File: src/rtl/sync_down_timer_pkg.sv
// Shared types and constants for the synchronous down timer.
// This package holds the controller state encoding and the auto_reload mode values.
package sync_down_timer_pkg;

  typedef enum logic [1:0] {
    ST_IDLE  = 2'd0,
    ST_ARMED = 2'd1,
    ST_RUN   = 2'd2,
    ST_DONE  = 2'd3
  } state_t;

  localparam logic MODE_ONESHOT = 1'b0;
  localparam logic MODE_RELOAD  = 1'b1;

endpackage

File: src/rtl/sync_down_timer_if.sv
// Load handshake, run control and status bundle of the down timer.
// The master drives control and load inputs; the slave is the timer itself.
interface sync_down_timer_if #(parameter int N = 3);

  logic         load_valid;
  logic [N:0]   load_value;
  logic         load_ready;
  logic         start;
  logic         stop;
  logic         enable;
  logic         auto_reload;
  logic [N:0]   q;
  logic         busy;
  logic         done;
  logic         tc;

  modport master (
    output load_valid, load_value, start, stop, enable, auto_reload,
    input  load_ready, q, busy, done, tc
  );

  modport slave (
    input  load_valid, load_value, start, stop, enable, auto_reload,
    output load_ready, q, busy, done, tc
  );

endinterface

File: src/rtl/sync_down_timer_down_cell.sv
// One bit of the synchronous down counter: a synchronous load has priority over toggling.
// A borrow propagates upward only through bits that are currently 0.
module down_cell (
  input  logic clock,
  input  logic reset,
  input  logic load,
  input  logic d,
  input  logic borrow_in,
  output logic q,
  output logic borrow_out
);

  // NOTE: sequential state is updated with non-blocking assignments so every cell
  // samples its neighbours' pre-edge values, regardless of evaluation order.
  always_ff @(posedge clock or negedge reset) begin
    if (!reset)         q <= 1'b0;
    else if (load)      q <= d;
    else if (borrow_in) q <= ~q;
  end

  assign borrow_out = borrow_in & ~q;

endmodule

File: src/rtl/sync_down_timer.sv
// Loadable down timer with start/stop, one-shot or auto-reload, and a registered tc pulse.
// Counter bits are down_cell instances linked by a borrow chain; the FSM gates the chain.
module sync_down_timer #(
  parameter int N = 3
) (
  input  logic             clock,
  input  logic             reset,
  sync_down_timer_if.slave bus
);

  import sync_down_timer_pkg::*;

  state_t     state, state_nxt;
  logic [N:0] q;
  logic [N:0] reload_reg;
  logic [N:0] cell_d;
  logic [N+1:0] borrow;
  logic       ready;
  logic       load_fire;
  logic       run;
  logic       expiry;
  logic       cell_load;
  logic       tc_reg;
  logic       unused_borrow_msb;

  assign run       = (state == ST_RUN);
  assign ready     = !run;
  assign load_fire = bus.load_valid && ready;

  // q==0 is handled as expiry, so the chain never has to wrap through zero.
  assign borrow[0] = run & bus.enable & (q != '0);
  assign expiry    = run & bus.enable & (q == '0);

  assign cell_load = load_fire | (expiry & (bus.auto_reload == MODE_RELOAD));
  assign cell_d    = load_fire ? bus.load_value : reload_reg;

  for (genvar i = 0; i <= N; i++) begin : g_cell
    down_cell u_cell (
      .clock      (clock),
      .reset      (reset),
      .load       (cell_load),
      .d          (cell_d[i]),
      .borrow_in  (borrow[i]),
      .q          (q[i]),
      .borrow_out (borrow[i+1])
    );
  end

  assign unused_borrow_msb = borrow[N+1];

  always_ff @(posedge clock or negedge reset) begin
    if (!reset) begin
      state      <= ST_IDLE;
      reload_reg <= '0;
      tc_reg     <= 1'b0;
    end else begin
      state  <= state_nxt;
      tc_reg <= expiry;
      if (load_fire) reload_reg <= bus.load_value;
    end
  end

  // NOTE: state_nxt gets a default before the case so no path leaves it unassigned,
  // which would otherwise infer a latch.
  always_comb begin
    state_nxt = state;
    unique case (state)
      ST_IDLE: begin
        if (load_fire) state_nxt = ST_ARMED;
      end
      ST_ARMED: begin
        if (load_fire)      state_nxt = ST_ARMED;
        else if (bus.start) state_nxt = ST_RUN;
      end
      ST_RUN: begin
        if (expiry) begin
          if (bus.auto_reload == MODE_RELOAD) state_nxt = bus.stop ? ST_ARMED : ST_RUN;
          else                                state_nxt = ST_DONE;
        end else if (bus.stop) begin
          state_nxt = ST_ARMED;
        end
      end
      ST_DONE: begin
        if (load_fire) state_nxt = ST_ARMED;
      end
      default: state_nxt = ST_IDLE;
    endcase
  end

  assign bus.q          = q;
  assign bus.load_ready = ready;
  assign bus.busy       = run;
  assign bus.done       = (state == ST_DONE);
  assign bus.tc         = tc_reg;

endmodule

File: src/flat_wrapper.sv
// flat-port wrapper written by rule: the top's interface ports become plain ports
module sync_down_timer_flat import sync_down_timer_pkg::*;
#(
  parameter int N = 3
)
  (clock, reset, bus_load_valid, bus_load_value, bus_start, bus_stop, bus_enable, bus_auto_reload, bus_load_ready, bus_q, bus_busy, bus_done, bus_tc);
  sync_down_timer_if #(.N(N)) bus_i ();
  input  logic clock;
  input  logic reset;
  input wire logic [$bits(bus_i.load_valid)-1:0] bus_load_valid;
  input wire logic [$bits(bus_i.load_value)-1:0] bus_load_value;
  input wire logic [$bits(bus_i.start)-1:0] bus_start;
  input wire logic [$bits(bus_i.stop)-1:0] bus_stop;
  input wire logic [$bits(bus_i.enable)-1:0] bus_enable;
  input wire logic [$bits(bus_i.auto_reload)-1:0] bus_auto_reload;
  output wire logic [$bits(bus_i.load_ready)-1:0] bus_load_ready;
  output wire logic [$bits(bus_i.q)-1:0] bus_q;
  output wire logic [$bits(bus_i.busy)-1:0] bus_busy;
  output wire logic [$bits(bus_i.done)-1:0] bus_done;
  output wire logic [$bits(bus_i.tc)-1:0] bus_tc;
  assign bus_i.load_valid = bus_load_valid;
  assign bus_i.load_value = bus_load_value;
  assign bus_i.start = bus_start;
  assign bus_i.stop = bus_stop;
  assign bus_i.enable = bus_enable;
  assign bus_i.auto_reload = bus_auto_reload;
  assign bus_load_ready = bus_i.load_ready;
  assign bus_q = bus_i.q;
  assign bus_busy = bus_i.busy;
  assign bus_done = bus_i.done;
  assign bus_tc = bus_i.tc;
  sync_down_timer #(.N(N)) u_core (.clock(clock), .reset(reset), .bus(bus_i));
endmodule
File: config.mk
export PLATFORM = sky130hd
export DESIGN_NAME = sync_down_timer_flat
export DESIGN_NICKNAME = d
export VERILOG_FILES = /design/src/rtl/sync_down_timer_pkg.sv /design/src/rtl/sync_down_timer_if.sv /design/src/rtl/sync_down_timer_down_cell.sv /design/src/rtl/sync_down_timer.sv /design/src/flat_wrapper.sv
export SDC_FILE = /design/constraint.sdc
export NUM_CORES = 1
export LEC_CHECK = 0
export BUFFER_PORTS_ARGS = -buffer_cell sky130_fd_sc_hd__buf_2
export CAP_MARGIN = 20
export CELL_PAD_IN_SITES_DETAIL_PLACEMENT = 1
export CELL_PAD_IN_SITES_GLOBAL_PLACEMENT = 1
export CORE_UTILIZATION = 35
export CTS_CLUSTER_DIAMETER = 50
export DETAILED_ROUTE_END_ITERATION = 7
export GPL_TIMING_DRIVEN = 1
export PLACE_DENSITY_LB_ADDON = 0.1
export SYNTH_ARGS = -nofsm -noshare
export SYNTH_HDL_FRONTEND = slang
export SYNTH_SLANG_ARGS = --single-unit
File: constraint.sdc
create_clock -name clock -period 2.3 [get_ports clock]
set_clock_uncertainty 0.15 [all_clocks]
set_input_delay 0.46 -clock clock [delete_from_list [all_inputs] [get_ports clock]]
set_output_delay 0.46 -clock clock [all_outputs]
set_load 0.005 [all_outputs]
Word level (Yosys, flattened, before mapping):

Cells that the tools add are included.

* memories: 0
* input bits: 11
* output and inout port bits: 8
* bits in latches: 0
* ROM bits: 0
* register bits: 11
* word-level logic and storage cells: 53
* bits in writable memories: 0

* add/subtract/negate cells: 0
* mux-type cells: 17
* shift-type cells: 0
* multiply operators: 0
* $lt $le $gt $ge: 0
* reduce and logical (&&, ||, !) cells: 11
* equal/unequal tests: 6
* div/mod/pow operators: 0
* bitwise gates (word level): 12

Operators with widths (number)
* 2-to-1 mux 2 bit: 7
* 2-to-1 mux 1 bit: 8
* nonzero test 2 bit: 4
* AND 1 bit: 7
* one-hot mux 2 bit (3 select lines): 1
* == test 2 bit (second input constant): 2
* zero test 4 bit: 1
* 2-to-1 mux 4 bit: 1
* inverter 1 bit: 4
* nonzero test 4 bit: 1
* != test 3 x 2 -> 1 bit (second input constant): 1
* != test 3 bit (second input constant): 1
* AND reduction 3 bit: 1
* == test 2 x 1 -> 1 bit (second input constant): 1
* zero test 2 bit: 1
* != test 2 x 1 -> 1 bit (second input constant): 1
* OR reduction 2 bit: 1
* logical AND 1 bit: 1
* zero test 1 bit: 1
* bitwise OR 1 bit: 1

Longest topological paths before layout:

Gate-level depths: netlist of the first run.

* depth in word-level cells: 8
* depth in mapped cells: 6
* gate-level depth less buffers: 6

By module:

A second synthesis of the first run with hierarchy kept.

* cell total of the unflattened synthesis: 57
* area total of the unflattened synthesis: 659.4 um^2

By module, submodules not included
* sync_down_timer: cells an instance 37, instances 1, seq. area each 175.2 um^2, area an instance 454.2 um^2
* down_cell: cells an instance 5, instances 4, seq. area each 25.0 um^2, area an instance 51.3 um^2

Least setup slack after synthesis of the first run:

Ideal clock, no wire load.

* kind: flip-flop to flip-flop
* start point: register u_core.state[0]
* end point: register u_core.state[0]
* stages on the path, launching flop included: 7
* clock period less this slack: 1.893 ns
* required time: 2.025 ns
* setup slack: 0.407 ns
* buffers on the path: 0
* data arrival time: 1.618 ns
* library setup time: 0.125 ns
* cell sequence: dfrtp_1 > inv_1 > ha_1 > nand3b_2 > nor4_4 > o31ai_1 > mux2_2

* longest elaborated chain between the ends: 5
* elaborated cells on any way between the ends: 16

RTL lines
* from (decl): line sync_down_timer.sv:13 `state_t state, state_nxt;`
* from (signal assigned): line sync_down_timer.sv:57 `state <= state_nxt;`
* == test 2 bit *: line sync_down_timer.sv:26 `assign run = (state == ST_RUN);`
* net bus_busy: line flat_wrapper.sv:18 `output wire logic [$bits(bus_i.busy)-1:0] bus_busy;`
* AND 1 bit * (2 in a row): line sync_down_timer.sv:32 `assign expiry = run & bus.enable & (q == '0);`
* net u_core.expiry: line sync_down_timer.sv:21 `logic expiry;`
* != test 3 bit (no source line) or 2-to-1 mux 2 bit (tied branches)
* AND reduction 3 bit (no source line) or one-hot mux 2 bit (3 select lines) (tied branches)

Mark *: on every way through the listed nets, which the timed path passes. The rest lies on a longest branch.
A chain may end at the register's enable or synchronous reset.

Worst setup path after layout of the first run:

* start point: register u_core.state[0]
* end point: register u_core.state[0]

* longest elaborated chain between the ends: 5
* elaborated cells on any way between the ends: 16

RTL lines (line)
* == test 2 bit *: sync_down_timer.sv:26
* AND 1 bit * (2 in a row): sync_down_timer.sv:32
* net u_core.expiry: sync_down_timer.sv:21
* != test 3 bit (no source line) or 2-to-1 mux 2 bit (tied branches)
* AND reduction 3 bit (no source line) or one-hot mux 2 bit (3 select lines) (tied branches)

Marks and branches as above.

==> qor.yml, run 1 <==
cp-end-kind: "register"
crit_family: "flip-flops"
antenna_cells: 0
nNetsFinal: 101
grt_overflow: 0
maxSlewHeadroom: 0.719
critPathLaunchType: "register"
cp_cell_sequence: "inv_1 -> ha_1 -> nand3b_2 -> nor4_4 -> o31ai_1 -> mux2_2"
wl_per_cell_um: 12.4
arrival_ps: 2060
drive_above_1_share: 0.306
cts.htree.levels: 1
ys_seq_elements: 11
synth_cell_types: 24
setup_viol: 0
cp.required_ps: 2300
antenna_found_initial: 0
setup_ws_ps: 239
maxSlewViolCount: 0
clock.fmax_mhz: 485
initialDrtViolationCount: 4
drt-total-wl_um: 1370
synth_nets: 80
outcome: "completed"
hold_viol_final: 0
cts_resized: 0
syn_area_um2: 652
synth_area_leaders: "dfrtp_1 42%, nand2_1 8.6%, ha_1 7.7%"
drt_pass1_iterations: 3
die_w_um: 45.2
tns_ps: 0
grt_pass1_wl_um: 2170
crit_path_max_fanout: 7
core_area_mm2: 0.00173
rrSetupSlack_ps: 240
powerDensity_mw_per_mm2: 1100
vias: 504
syn_inst: 65
synth_top_area_cell: "dfrtp_1"
syn-mean-instance-area_um2: 10.0
fin_crit_ps: 2060
clk_pin_slew_ps: 70
worst_slew_pin_slew_ps: 418
antenna_left: 0
worstSkewPairLatency_ps: 270
pre_cts_ws_ps: 235
maxCapViolations: 0
grt_max_degree: 12
worstSetupPathType: "register to register"
start_util: 0.378
grt_pass1_vias: 468
min_path_type: "input port to register"
ctsLongestPathBuffers: 2
fin_crit_sh: 0.896
fp-row-count: 15
ios: 19
root_buffer: "clkbuf_4"
cts_sinks: 11
cts_buffers: 3
seq_area_frac_synth: 0.422
hpwl_um: 1040
synth_top_area_share: 0.422
area_growth_pct: 20.7
critPathBufInv: 1
route.detailed.drc: 0
cp_slowest_stage_delay_ps: 410
gp_congestion: 0.826
dieArea_mm2: 0.00204
rsz0062_at_grt: "no"
portBuffers: 18
die_h_um: 45.2
viasPerCell: 4.58
fill_cells: 219
irDropWorstVdd_mv: 0.483
yosys_warnings: 0
cts_tree: "done"
p_leak_nw: 0.399
cp_slowest_cell: "dfrtp_1"
grt_util_all_layers: 0.153
path summary, 6_finish.rpt:
| kind | endpoint | start | depth (start not counted) |
|---|---|---|---|
| setup / recovery | u_core.state[0] | u_core.state[0] | 6 |
| hold / removal | u_core.reload_reg[0] | bus_load_value[0] | 3 |
| setup reg to reg | u_core.state[0] | u_core.state[0] | 6 |
| hold reg to reg | u_core.reload_reg[0] | u_core.reload_reg[0] | 2 |
| max in group asynchronous | u_core.state[0] | reset | 2 |
| min in group asynchronous | u_core.g_cell[1].u_cell.q | reset | 2 |
tightest hold or removal path, delay by kind of cell:
kind	cells	cell delay, ps
simple gates	2	100
buf+inv	1	70
logic make-up (layout without fill, tap and decap cells):
group / Yosys count / count (layout) / share of synthesized area
adder cells (fa/ha/maj): 4 / 4 / 0.0768
flip-flops: 11 / 11 / 0.422
AO/OA/AOI/OAI: 11 / 11 / 0.119
AND/OR/NAND/NOR: 26 / 26 / 0.217
multiplexers: 6 / 6 / 0.102
buffers and inverters: 7 / 27 / 0.0633
report_power, final:
part / switching [mW] / internal, mW / total, mW / leakage [nW]
Clock: 0.0608 / 0.0670 / 0.128 / 0.0150
Combinational: 0.187 / 0.201 / 0.388 / 0.248
Sequential: 0.0891 / 0.264 / 0.353 / 0.136
area by class of cell:
class / instances / area, µm² / share of cell area
Timing Repair Buffer: 20 / 108 / 0.137
Inverter: 3 / 11.3 / 0.0143
Clock buffer: 4 / 26.3 / 0.0334
Tap cell: 25 / 31.3 / 0.0397
Multi-Input combinational cell: 47 / 335 / 0.426
Sequential cell: 11 / 275 / 0.350
synth_stat cells:
library cell and instances:
nand2_1 15, dfrtp_1 11, buf_4 4, ha_1 4, mux2_1 4, nor3_1 4, inv_1 3, a21o_1 2
nor2b_1 2, o21ai_0 2, a21oi_1 1, a21oi_2 1, a22oi_1 1, a31oi_1 1, mux2_2 1, mux2i_1 1
nand2b_1 1, nand3b_2 1, nor2_1 1, nor4_4 1, o2bb2ai_1 1, o31a_1 1, o31ai_1 1, or4b_1 1
timing repair:
action,in CTS,in global routing
hold buffers,1,0
setup buffers,0,0
endpoints found under the setup margin,0,0
hold endpoints to repair,11,0
stage by stage:
step                      cell area [µm²]  cells  hold slack, ps  total power [mW]  utilization
after detailed placement              751    105             192             0.748        0.435
after CTS                             787    110             245             0.884        0.456
after global placement                751    105             197             0.745        0.435
after floorplan                       652     65            14.4             0.657            -
final                                 787    110             251             0.868        0.456
after global routing                  787    110             257             0.948        0.456
placed cells by master (no fill, tap or decap), types with 2 or more instances in the layout:
master    netlist  routed
a21o_1          2       2
buf_2           0      18
clkbuf_4        0       3
dfrtp_1        11      11
ha_1            4       4
inv_1           3       3
mux2_1          4       4
nand2_1        15      15
nor2b_1         2       2
nor3_1          4       4
o21ai_0         2       2
routing by layer:
metal,vias up,routed length [µm],share of wire,global-route usage
met3,0,66,0.048,0.0720
met4,0,0,0,0.0182
li1,261,-,-,-
met2,10,683,0.50,0.246
met5,-,0,0,0
met1,233,618,0.45,0.193
Note: power is estimated with default switching activity, not from simulation.
==> inputs of run 2 (changes only) <==
Settings changed: PLACE_DENSITY set to 0.7, PLACE_DENSITY_LB_ADDON 0.1 to unset.
==> run 2 against run 1 <==
  * Critical path depth is the same
  * Sequential share of layout area unchanged
  * Combinational power grew 3%
  * Design area stayed put
  * Power up 1.5%
  * Largest cell class unchanged
  * Highest routed layer unchanged
==> qor.yml, run 2 (same netlist as run 1, synthesis figures left out) <==
outcome: "completed"
portBuffers: 18
min_path_type: "input port to register"
antenna_left: 0
route.detailed.drc: 0
wl_per_cell_um: 12.8
final_common_cell: "buf_2"
fin_crit_sh: 0.901
antenna_cells: 0
critPathLaunchType: "register"
post_cts_buffers: 0
drt_pass1_iterations: 4
worst_slew_pin_slew_ps: 372
maxSlewHeadroom: 0.750
cp.required_ps: 2290
cp-end-kind: "register"
clock.fmax_mhz: 483
cts.htree.levels: 1
die_w_um: 45.2
core_area_mm2: 0.00173
grt_util_all_layers: 0.164
fin_util: 0.456
irDropWorstVdd_mv: 0.451
cts_sinks: 11
rsz0062_at_grt: "no"
hold_viol_final: 0
arrival_ps: 2060
p_leak_nw: 0.399
gp_congestion: 0.709
post_dp_cell_area_um2: 751
cts_tree: "done"
die_h_um: 45.2
grt_max_degree: 12
fin_crit_ps: 2070
maxSlewViolCount: 0
crit_path_max_fanout: 7
initialDrtViolationCount: 2
start_util: 0.378
antenna_found_initial: 0
ios: 19
setup_viol: 0
root_buffer: "clkbuf_4"
nNetsFinal: 101
grt_overflow: 0
viasPerCell: 4.75
mostFrequentLayoutCells: "18 x buf_2, 15 x nand2_1, 11 x dfrtp_1"
hold_buffers: 1
powerDensity_mw_per_mm2: 1120
grt_pass1_vias: 555
ctsLongestPathBuffers: 2
clk_pin_slew_ps: 70
drt-total-wl_um: 1400
fill_cells: 227
design_area_um2: 787
drive_above_1_share: 0.306
vias: 522
maxCapViolations: 0
dieArea_mm2: 0.00204
cts_resized: 0
hpwl_um: 1090
fp-row-count: 15
worstSkewPairLatency_ps: 270
grt_pass1_wl_um: 2400
holdWs_ps: 258
area_growth_pct: 20.7
cts_buffers: 3
tns_ps: 0
worstSetupPathType: "register to register"
[run 2: cell counts in the layout (fill, tap and decap cells not counted)]
No cell type changed its count.
[run 2: where the power goes]
part           internal, mW  switching [mW]
Clock                0.0670          0.0630
Sequential            0.263          0.0870
Combinational         0.202           0.198
Total                 0.533           0.348
[run 2: per-stage QoR]
| stage | power (mW) | setup slack [ps] | cells |
|---|---|---|---|
| after floorplan | 0.657 | 407 | 65 |
| final | 0.881 | 229 | 110 |
| after global placement | 0.742 | 290 | 105 |
| after detailed placement | 0.756 | 223 | 105 |
| after global routing | 0.959 | 109 | 110 |
| after CTS | 0.897 | 212 | 110 |
[run 2: worst paths after layout]
check / startpoint / to / slack [ps] / cells past startpoint
setup / recovery: u_core.state[0] / u_core.g_cell[3].u_cell.q / 230 / 6
min in group asynchronous: reset / u_core.g_cell[2].u_cell.q / 440 / 2
setup reg to reg: u_core.state[0] / u_core.g_cell[3].u_cell.q / 230 / 6
max in group asynchronous: reset / u_core.reload_reg[3] / 1350 / 2
hold reg to reg: u_core.reload_reg[0] / u_core.reload_reg[0] / 320 / 2
hold / removal: bus_load_value[0] / u_core.reload_reg[0] / 260 / 3
[run 2: area by class of cell]
type / instances / area (µm²) / area share
Clock buffer: 4 / 26.3 / 0.0334
Sequential cell: 11 / 275 / 0.350
Multi-Input combinational cell: 47 / 335 / 0.426
Tap cell: 25 / 31.3 / 0.0397
Inverter: 3 / 11.3 / 0.0143
Timing Repair Buffer: 20 / 108 / 0.137
[run 2: worst max-delay path: stages (launching register included)]
cell and delay (ps):
dfrtp_1 420, inv_1 90, ha_1 280, nand3b_2 200
nor4_4 310, a21oi_2 170, mux2_1 330
[run 2: routing by layer]
metal | vias up | routed length [µm] | track usage
met5 | - | 0 | 0
met4 | 0 | 0 | 0.0182
met3 | 0 | 50 | 0.0480
met2 | 14 | 666 | 0.270
met1 | 244 | 688 | 0.221
li1 | 264 | - | -
